File: config.mk
export PLATFORM = sky130hd
export DESIGN_NAME = option_fifo_feeder
export DESIGN_NICKNAME = d
export VERILOG_FILES = /design/src/rtl/option_fifo_feeder.sv
export SDC_FILE = /design/constraint.sdc
export NUM_CORES = 1
export LEC_CHECK = 0
export CAP_MARGIN = 30
export CORE_ASPECT_RATIO = 2
export CORE_MARGIN = 2
export CORE_UTILIZATION = 67
export CTS_CLUSTER_DIAMETER = 120
export CTS_CLUSTER_SIZE = 25
export DETAILED_ROUTE_END_ITERATION = 12
export PLACE_DENSITY = 0.85
export SLEW_MARGIN = 20
export SYNTH_ARGS = -nofsm -noshare
export SYNTH_HDL_FRONTEND = slang
export SYNTH_SLANG_ARGS = --single-unit
File: constraint.sdc
create_clock -name clk -period 10 [get_ports clk]
set_clock_uncertainty 0.2 [all_clocks]
set_input_delay 3 -clock clk [delete_from_list [all_inputs] [get_ports clk]]
set_output_delay 3 -clock clk [all_outputs]
set_load 0.005 [all_outputs]
File: src/rtl/option_fifo_feeder.sv
// option_fifo_feeder
//   Circular option queue feeding the line solver. The queue holds
//   line-header words (tag=1, payload = line index) and option words
//   (tag=0, payload = candidate bit pattern for that line). The words are
//   streamed to the solver in order. A header is written back at the tail
//   in the same cycle it is popped. A popped option is held until the
//   solver's keep/drop decision arrives, and is re-queued only if kept.
//   The block reports convergence once a full rotation of the queue has
//   completed without any option being dropped. It also converges when the
//   queue empties or holds only header words.
//
// Handshake (solver port): a word transfers on every rising clk edge where
//   out_valid && out_ready. out_valid never depends on out_ready, and
//   out_tag/out_data stay stable while out_valid is high and no transfer
//   has occurred. After an option transfers, out_valid stays low until the
//   dec_valid pulse. The next word may transfer in the cycle after that
//   pulse.
//
// Ports
//   clk, rst             clock; synchronous active-high reset
//   load_valid/tag/data  initial fill stream (accepted only in LOAD)
//   load_done            end-of-fill pulse
//   out_valid/ready      solver stream handshake
//   out_tag, out_data    head word (zero when out_valid is low)
//   dec_valid, dec_keep  decision for the most recently popped option
//   count, full          occupancy
//   overflow             sticky: a load word arrived while full
//   converged            high once DONE is reached
//   state_dbg            current FSM state (0 LOAD, 1 RUN, 2 WAIT_DEC, 3 DONE)

module option_fifo_feeder #(
  parameter int SIZE  = 3,
  parameter int DEPTH = 64
) (
  input  logic                       clk,
  input  logic                       rst,
  input  logic                       load_valid,
  input  logic                       load_tag,
  input  logic [SIZE-1:0]            load_data,
  input  logic                       load_done,
  output logic                       out_valid,
  input  logic                       out_ready,
  output logic                       out_tag,
  output logic [SIZE-1:0]            out_data,
  input  logic                       dec_valid,
  input  logic                       dec_keep,
  output logic [$clog2(DEPTH):0]     count,
  output logic                       full,
  output logic                       overflow,
  output logic                       converged,
  output logic [1:0]                 state_dbg
);

  localparam int W  = SIZE + 1;
  localparam int AW = $clog2(DEPTH);
  localparam int CW = AW + 1;

  typedef enum logic [1:0] {
    ST_LOAD     = 2'd0,
    ST_RUN      = 2'd1,
    ST_WAIT_DEC = 2'd2,
    ST_DONE     = 2'd3
  } state_t;

  state_t state, state_next;

  // Storage and bookkeeping
  logic [W-1:0]  mem [DEPTH];
  logic [AW-1:0] rd_ptr, wr_ptr;
  logic [CW-1:0] count_q;
  logic [CW-1:0] opt_count;   // option words currently stored
  logic [CW-1:0] rot_left;    // pops remaining in the current rotation
  logic          drop_seen;   // an option was dropped during this rotation
  logic          overflow_q;
  logic [W-1:0]  held;        // option awaiting its keep/drop decision

  // Datapath controls
  logic [W-1:0]  head;
  logic          pop, hdr_pop, opt_pop;
  logic          dec_fire, keep_fire;
  logic          load_wr, load_ovf;
  logic          wr_en;
  logic [W-1:0]  wr_word;
  logic [CW-1:0] count_next, opt_count_next;
  logic          rot_eval, rot_zero, drop_eff;
  logic          conv_now, rot_reload;
  logic          full_i;

  assign head   = mem[rd_ptr];
  assign full_i = (count_q == CW'(DEPTH));

  // ---------------------------------------------------------------------
  // Datapath decode
  // ---------------------------------------------------------------------
  always_comb begin
    pop       = out_valid && out_ready;
    hdr_pop   = pop && head[W-1];
    opt_pop   = pop && !head[W-1];
    dec_fire  = (state == ST_WAIT_DEC) && dec_valid;
    keep_fire = dec_fire && dec_keep;
    load_wr   = (state == ST_LOAD) && load_valid && !full_i;
    load_ovf  = (state == ST_LOAD) && load_valid && full_i;

    // Only one source can write in a given cycle: loads happen only in
    // LOAD, header recirculation only in RUN, kept options only in WAIT_DEC.
    wr_en   = load_wr || hdr_pop || keep_fire;
    wr_word = held;
    if (load_wr)      wr_word = {load_tag, load_data};
    else if (hdr_pop) wr_word = head;

    count_next = count_q + CW'(load_wr) + CW'(keep_fire) - CW'(opt_pop);
    opt_count_next = opt_count + CW'(load_wr && !load_tag) + CW'(keep_fire)
                     - CW'(opt_pop);

    // A rotation step is complete either at a header pop (the recirc is
    // same-cycle) or at the decision following an option pop. For a header
    // pop, the decrement happens in this same cycle, so "reaches zero"
    // means rot_left is 1 now.
    rot_eval = hdr_pop || dec_fire;
    rot_zero = hdr_pop ? (rot_left == CW'(1)) : (rot_left == '0);
    drop_eff = drop_seen || (dec_fire && !dec_keep);

    conv_now   = rot_eval && ((rot_zero && !drop_eff) ||
                              (count_next == '0) ||
                              (opt_count_next == '0));
    rot_reload = rot_eval && rot_zero && drop_eff && !conv_now;
  end

  // ---------------------------------------------------------------------
  // FSM: state register
  // ---------------------------------------------------------------------
  always_ff @(posedge clk) begin
    if (rst) state <= ST_LOAD;
    else     state <= state_next;
  end

  // ---------------------------------------------------------------------
  // FSM: next state
  // ---------------------------------------------------------------------
  always_comb begin
    state_next = state;
    case (state)
      ST_LOAD: begin
        if (load_done) state_next = (count_next != '0) ? ST_RUN : ST_DONE;
      end
      ST_RUN: begin
        if (opt_pop)                  state_next = ST_WAIT_DEC;
        else if (hdr_pop && conv_now) state_next = ST_DONE;
      end
      ST_WAIT_DEC: begin
        if (dec_fire) state_next = conv_now ? ST_DONE : ST_RUN;
      end
      ST_DONE: state_next = ST_DONE;
      default: state_next = ST_LOAD;
    endcase
  end

  // ---------------------------------------------------------------------
  // FSM: outputs
  // ---------------------------------------------------------------------
  always_comb begin
    out_valid = (state == ST_RUN) && (count_q != '0);
    out_tag   = 1'b0;
    out_data  = '0;
    if (out_valid) begin
      out_tag  = head[W-1];
      out_data = head[SIZE-1:0];
    end
    converged = (state == ST_DONE);
    state_dbg = state;
    count     = count_q;
    full      = full_i;
    overflow  = overflow_q;
  end

  // ---------------------------------------------------------------------
  // Storage array (contents need no reset: occupancy gates every read)
  // ---------------------------------------------------------------------
  always_ff @(posedge clk) begin
    if (!rst && wr_en) mem[wr_ptr] <= wr_word;
  end

  // ---------------------------------------------------------------------
  // Pointers, counters, rotation tracking
  // ---------------------------------------------------------------------
  always_ff @(posedge clk) begin
    if (rst) begin
      rd_ptr     <= '0;
      wr_ptr     <= '0;
      count_q    <= '0;
      opt_count  <= '0;
      rot_left   <= '0;
      drop_seen  <= 1'b0;
      overflow_q <= 1'b0;
      held       <= '0;
    end else begin
      // Pointers wrap naturally: DEPTH is a power of two.
      if (wr_en) wr_ptr <= wr_ptr + AW'(1);
      if (pop)   rd_ptr <= rd_ptr + AW'(1);
      count_q   <= count_next;
      opt_count <= opt_count_next;
      if (opt_pop)  held       <= head;
      if (load_ovf) overflow_q <= 1'b1;

      if ((state == ST_LOAD) && load_done) begin
        rot_left  <= count_next;
        drop_seen <= 1'b0;
      end else if (rot_reload) begin
        rot_left  <= count_next;
        drop_seen <= 1'b0;
      end else begin
        if (pop && (rot_left != '0)) rot_left <= rot_left - CW'(1);
        if (dec_fire && !dec_keep)   drop_seen <= 1'b1;
      end
    end
  end

endmodule

Yosys cells after proc, flatten, opt, wreduce, memory -nomap -nowiden
Memory sizes are Yosys's and may differ from the RTL's. A register that Yosys moved wholly into a read port is not among the register bits.
Index checks and enable logic that the tools add are counted.
{ "classes": {"add_sub_neg": 9, "n_eq_ne": 8, "mux": 19, "reduce_logical": 43} }
{ "op_table": {"columns": ["op", "n"], "rows": [
  ["7-bit by 1-bit adder with 7-bit output", 4],
  ["7-bit logical NOT", 3],
  ["7-bit 2-to-1 mux", 3],
  ["7-bit nonzero test", 3],
  ["1-bit logical AND", 20],
  ["7-bit by 1-bit subtractor with 7-bit output", 2],
  ["6-bit by 1-bit adder with 6-bit output, second input constant", 2],
  ["2-bit 2-to-1 mux", 6],
  ["6-bit 2-to-1 mux", 2],
  ["4-bit 2-to-1 mux", 2],
  ["2-bit one-hot mux with 4 select lines", 1],
  ["7-bit by 1-bit == test with 1-bit output, second input constant", 1],
  ["7-bit == test, second input constant", 1],
  ["1-bit logical NOT", 7],
  ["7-bit by 1-bit subtractor with 7-bit output, second input constant", 1],
  ["1-bit logical OR", 6],
  ["2-bit == test, second input constant", 2],
  ["1-bit 2-to-1 mux", 4],
  ["2-bit inequality test, second input constant", 2],
  ["3-bit 2-to-1 mux", 1],
  ["3-bit inequality test, second input constant", 1],
  ["3-bit AND reduction", 1],
  ["3-bit nonzero test", 1],
  ["3-bit OR reduction", 1],
  ["2 further kinds", 2]
]} }
{ "word_totals": {"register_bits": 41, "ram_bits": 256, "out_inout_bits": 17, "wordCells": 89, "mem_count": 1} }
{ "memory_table": {"columns": ["name", "words", "word_bits", "read_ports", "rd_ports_with_merged_regs", "wr", "line", "text"], "rows": [
  ["mem", 64, 4, 1, 1, 1, "68", "logic [W-1:0] mem [DEPTH];"]
]} }

Longest topological paths before layout
{ "depth": {"depth_word": 14, "ltp_mapped": 22, "depth_no_buf": 20} }

Worst setup path after synthesis
OpenSTA, ideal clock, no wires.
{ "synth_timing": {"kind": "in2reg", "startpoint": "input port out_ready", "endpoint": "register rot_left[0]", "setup_ns": 0.121, "t_arrival_ns": 6.508, "required_time_ns": 9.679, "setup_slack_ns": 3.171, "stages": 16, "n_path_buf": 1, "cell_sequence": "and2_1 buf_2 nand2_1 inv_1 ha_1 inv_1 fa_1 fa_1 a211o_1 a31o_2 a211oi_1 nor4b_1 a22oi_1 nand2_1 o21a_1 mux2_2"} }
{ "synth_via": {"elab_chain_cells": 11} }
{ "synth_lines": {"columns": ["element", "line", "text"], "rows": [
  ["from (decl)", "42", "input logic out_ready,"],
  ["1-bit logical AND (*)", "96", "pop = out_valid && out_ready;"],
  ["1-bit logical AND (*)", "98", "opt_pop = pop && !head[W-1];"],
  ["via opt_pop", "79", "logic pop, hdr_pop, opt_pop;"],
  ["7-bit by 1-bit subtractor with 7-bit output", "111", "count_next = count_q + CW'(load_wr) + CW'(keep_fire) - CW'(opt_pop);"],
  ["7-bit logical NOT", "124", "(count_next == '0) ||"],
  ["1-bit logical OR", "123", "conv_now = rot_eval && ((rot_zero && !drop_eff) ||"],
  ["1-bit logical OR", "124", null],
  ["1-bit logical AND", "123", null],
  ["1-bit logical NOT", "126", "rot_reload = rot_eval && rot_zero && drop_eff && !conv_now;"],
  ["1-bit logical AND", "126", null],
  ["7-bit 2-to-1 mux", "208", "end else if (rot_reload) begin"],
  ["7-bit 2-to-1 mux", "205", "if ((state == ST_LOAD) && load_done) begin"],
  ["to (signal assigned)", "206", "rot_left <= count_next;"],
  ["to (signal assigned)", "209", "rot_left <= count_next;"],
  ["to (signal assigned)", "212", "if (pop && (rot_left != '0)) rot_left <= rot_left - CW'(1);"],
  ["to (decl)", "72", "logic [CW-1:0] rot_left;"]
]} }
The timed path passes the listed nets; every way through them passes the cells marked *.
A chain may end at the register's enable or synchronous reset.

Worst setup path after layout
{ "layout_timing": {"startpoint": "input port out_ready", "endpoint": "register rot_left[3]"} }
The elaborated chain is that of the path after synthesis.

==> impl_metrics.toml <==
[synth]
synth-seq-cells = 303
yosysWarnings = 0
syn_nets = 808
syn-cell-area_um2 = 12900
syn_avg_cell_area_um2 = 16.6
async_flop_share = 0
ys_types = 66
synthCells = 776
ys_seq_area_frac = 0.670
synth_ff_type = "edfxtp_1"
synth_edf_count = 256

[global_route]
grt_max_degree = 65
use_met1 = 0.330
gr-total-overflow = 0
grtUsageMet2 = 0.527
busiest_layer = "met2"
grt_use_total = 0.295
grt_pass1_vias = 7434
antenna_found_initial = 0
grt_pass1_wl_um = 43900
use_met3 = 0.0467

[routing]
first_pass_iters = 5
drt-initial-drc-count = 880
via_per_inst = 6.85
route.detailed.drc = 0
vias = 7231
wl_per_cell_um = 27.6
drt.antenna.violating_nets = 0
routed_wl_um = 29100

[clocking]
cts_setup_buffers = 0
clkSinkCount = 303
clk_latency_ns = 0.52
cts_tree = "yes"
cts_root_buf = "clkbuf_16"
h-tree-depth = 1
cts_hold_buf = 0
clockBufferDepth = 3
path_clk_slew_ns = 0.10
cts_resized = 0
cts_made_buffers = 16

[setup_path]
start_kind = "input port"
worstSetupPathType = "input port to register"
critPathMaxFanout = 8
rr_endpoint = "rot_left[3]"
r2r_slack_ns = 2.80
crit_slowest_cell = "nor4b_1"
cp_common_cell = "inv_1"
cp-end-kind = "register"
critical-path-top-delay-family = "simple AND/OR/NAND/NOR gates"
path_cells = "clkdlybuf4s50_1 > and2_1 > nand2_1 > inv_1 > ha_1 > inv_1 > fa_1 > inv_1 > fa_1 > nand2b_1 > a21oi_1 > xnor2_1 > nor4b_1 > a22oi_1 > nand2_1 > o21a_1 > mux2_2"
worst-path-buf-inv = 4
worstPathRequired_ns = 10.20
reg2regPathDepth = 21
slowest_delay_ns = 0.75
cp.arrival_ns = 7.79

[worst_hold_path]
hold_path.class = "register to register"
min_path_cells = 2
hp-start = "overflow"
min_to = "overflow"

[floorplanning]
coreArea_um2 = 18800
die_x_um = 102
die_height_um = 200
start_util = 0.684
io_pins = 28
die-area_um2 = 20400
row_count = 71

[final_layout]
area_growth_pct = 7.63
antenna_cells = 0
final_util = 0.736
final_nets = 823
drive_gt1_frac = 0.165
fill_cells = 1081

[place]
place.gp.congestion = 0.848
pre_cts_ws_ns = 2.06
dp_hpwl_um = 19200
io_buffers = 27

[timing]
drv_slew = 0
tns_ns = 0
period_share = 0.759
hold_violations = 0
setup_viol = 0
rsz0062_at_grt = "false"
slew-limit-headroom = 0.341
period_needed_ns = 7.59
fin_ws_ns = 2.41
fmax_mhz = 132
tightest_slew_ns = 0.987

[run_status]
outcome = "complete, no violations"

[pwr]
leakage_nw = 4.34
ir_drop_v = 0.000188
power_density_nw_per_um2 = 222

[run]
cap_violations = 0
-- per-stage QoR --
step | instance area (um^2) | power (W) | hold WS, ns | std cells
final | 13900 | 0.00307 | 0.308 | 1056
after CTS | 13800 | 0.00307 | 0.306 | 1052
after floorplan | 12900 | 0.00211 | 0.241 | 776
after detailed placement | 13300 | 0.00238 | 0.281 | 1024
after global placement | 13300 | 0.00233 | 0.250 | 1024
after global routing | 13900 | 0.00319 | 0.336 | 1056
-- power by group --
group	total, W	leakage (nW)	internal [W]	switching, W
logic	0.000815	1.38	0.000324	0.000491
registers	0.00155	2.73	0.00150	0.0000566
clock network	0.000706	0.227	0.000313	0.000393
total	0.00307	4.34	0.00213	0.000941
-- final cells by class --
cell class              instances  area [um^2]  area share
multi-input cells             403         3960       0.285
well taps                     255          319      0.0230
inverters                      27          101     0.00731
flip-flops and latches        303         8630       0.623
repair buffers                 40          368      0.0265
clock inverters                 2         46.3     0.00334
clock buffers                  26          438      0.0316
-- cells in the final DEF (no fill, tap or decap), types with 4 or more instances in the layout --
cell type        synthesis  final
mux2_2                   6      6
ha_1                    17     17
a21oi_1                 16     15
mux4_2                  73     73
or3_1                    9      9
a211oi_1                 5      5
edfxtp_1               256    256
buf_4                    1      9
o21ai_0                 10     10
clkdlybuf4s50_1          0     26
nand2_1                 28     28
nor4_1                  10     10
nor2_2                   4      4
clkbuf_1                16     10
and2_1                   9      9
nor3_1                  34     34
mux2i_1                 17     17
nor2b_1                  8      8
inv_1                   26     26
mux4_1                   4      4
nand3_1                  6      6
nor2_1                  64     64
xor2_1                  10     10
dfxtp_1                 47     44
xnor2_1                  8      8
clkbuf_16                0     16
fa_1                     4      4
-- cell usage after synthesis, drive strengths merged, types with 2 or more instances --
cell type | n | area (um^2)
xor2 | 10 | 87.6
nor2b | 8 | 50.1
mux2i | 17 | 170
a211oi | 5 | 37.5
nand2b | 3 | 18.8
a21oi | 16 | 80.1
buf | 27 | 180
or2 | 2 | 12.5
nand3b | 2 | 15.0
nor2 | 68 | 265
a31oi | 2 | 12.5
and2 | 9 | 56.3
o32ai | 2 | 17.5
a31o | 2 | 17.5
nor3 | 34 | 170
a21boi | 2 | 15.0
nand2 | 28 | 105
o21a | 3 | 22.5
clkbuf | 16 | 60.1
or3 | 9 | 56.3
a22oi | 3 | 22.5
a21o | 3 | 22.5
mux2 | 6 | 67.6
mux4 | 77 | 1750
nand3 | 7 | 47.6
xnor2 | 8 | 70.1
fa | 4 | 80.1
nor3b | 2 | 15.0
and3 | 3 | 18.8
dfxtp | 47 | 941
o21ai | 13 | 65.1
o2111ai | 4 | 52.6
ha | 17 | 213
edfxtp | 256 | 7690
nand4 | 3 | 18.8
nor4 | 10 | 62.6
nor4b | 3 | 26.3
inv | 26 | 97.6
-- per-layer routing --
metal	vias up	wire length [um]
met1	3649	9180
met5	-	0
met4	0	1890
li1	3054	-
met3	103	2090
met2	425	16000
-- cell families (layout without fill, tap and decap cells) --
| group | after synthesis | after routing | share of synthesized area |
|---|---|---|---|
| buf+inv | 70 | 95 | 0.0265 |
| compound gates | 68 | 68 | 0.0379 |
| flops | 303 | 303 | 0.670 |
| xor+xnor | 18 | 18 | 0.0122 |
| fa+ha+maj | 21 | 21 | 0.0227 |
| simple gates | 196 | 196 | 0.0765 |
| mux | 100 | 100 | 0.154 |
-- state kept, by name, indices dropped and copies added, names as in the netlist, named ones only --
register   flops
count          7
drop_seen      1
held           4
mem          256
opt_count      7
overflow       1
rd_ptr         6
rot_left       7
state_dbg      2
wr_ptr         6
-- how the worst max path moves through the flow --
| stage | to | slack [ns] | depth (start not counted) | start |
|---|---|---|---|---|
| 4_1_cts | out_data[2] | 2.49 | 6 | register |
| 6_report | rot_left[3] | 2.41 | 17 | out_ready |
| 2_1_floorplan | rot_left[0] | 3.17 | 16 | out_ready |
| 3_3_place_gp | rot_left[3] | 2.22 | 17 | out_ready |
| 5_1_grt | rot_left[5] | 2.05 | 17 | out_ready |
| 3_5_place_dp | rot_left[3] | 2.06 | 17 | out_ready |
-- tightest hold or removal path, delay by kind of cell, from the launching register on --
| kind | cells | cell delay (ns) |
|---|---|---|
| flops | 1 | 0.36 |
| simple gates | 1 | 0.07 |
| compound gates | 1 | 0.05 |
No activity file was read; power rests on OpenSTA's default activity.
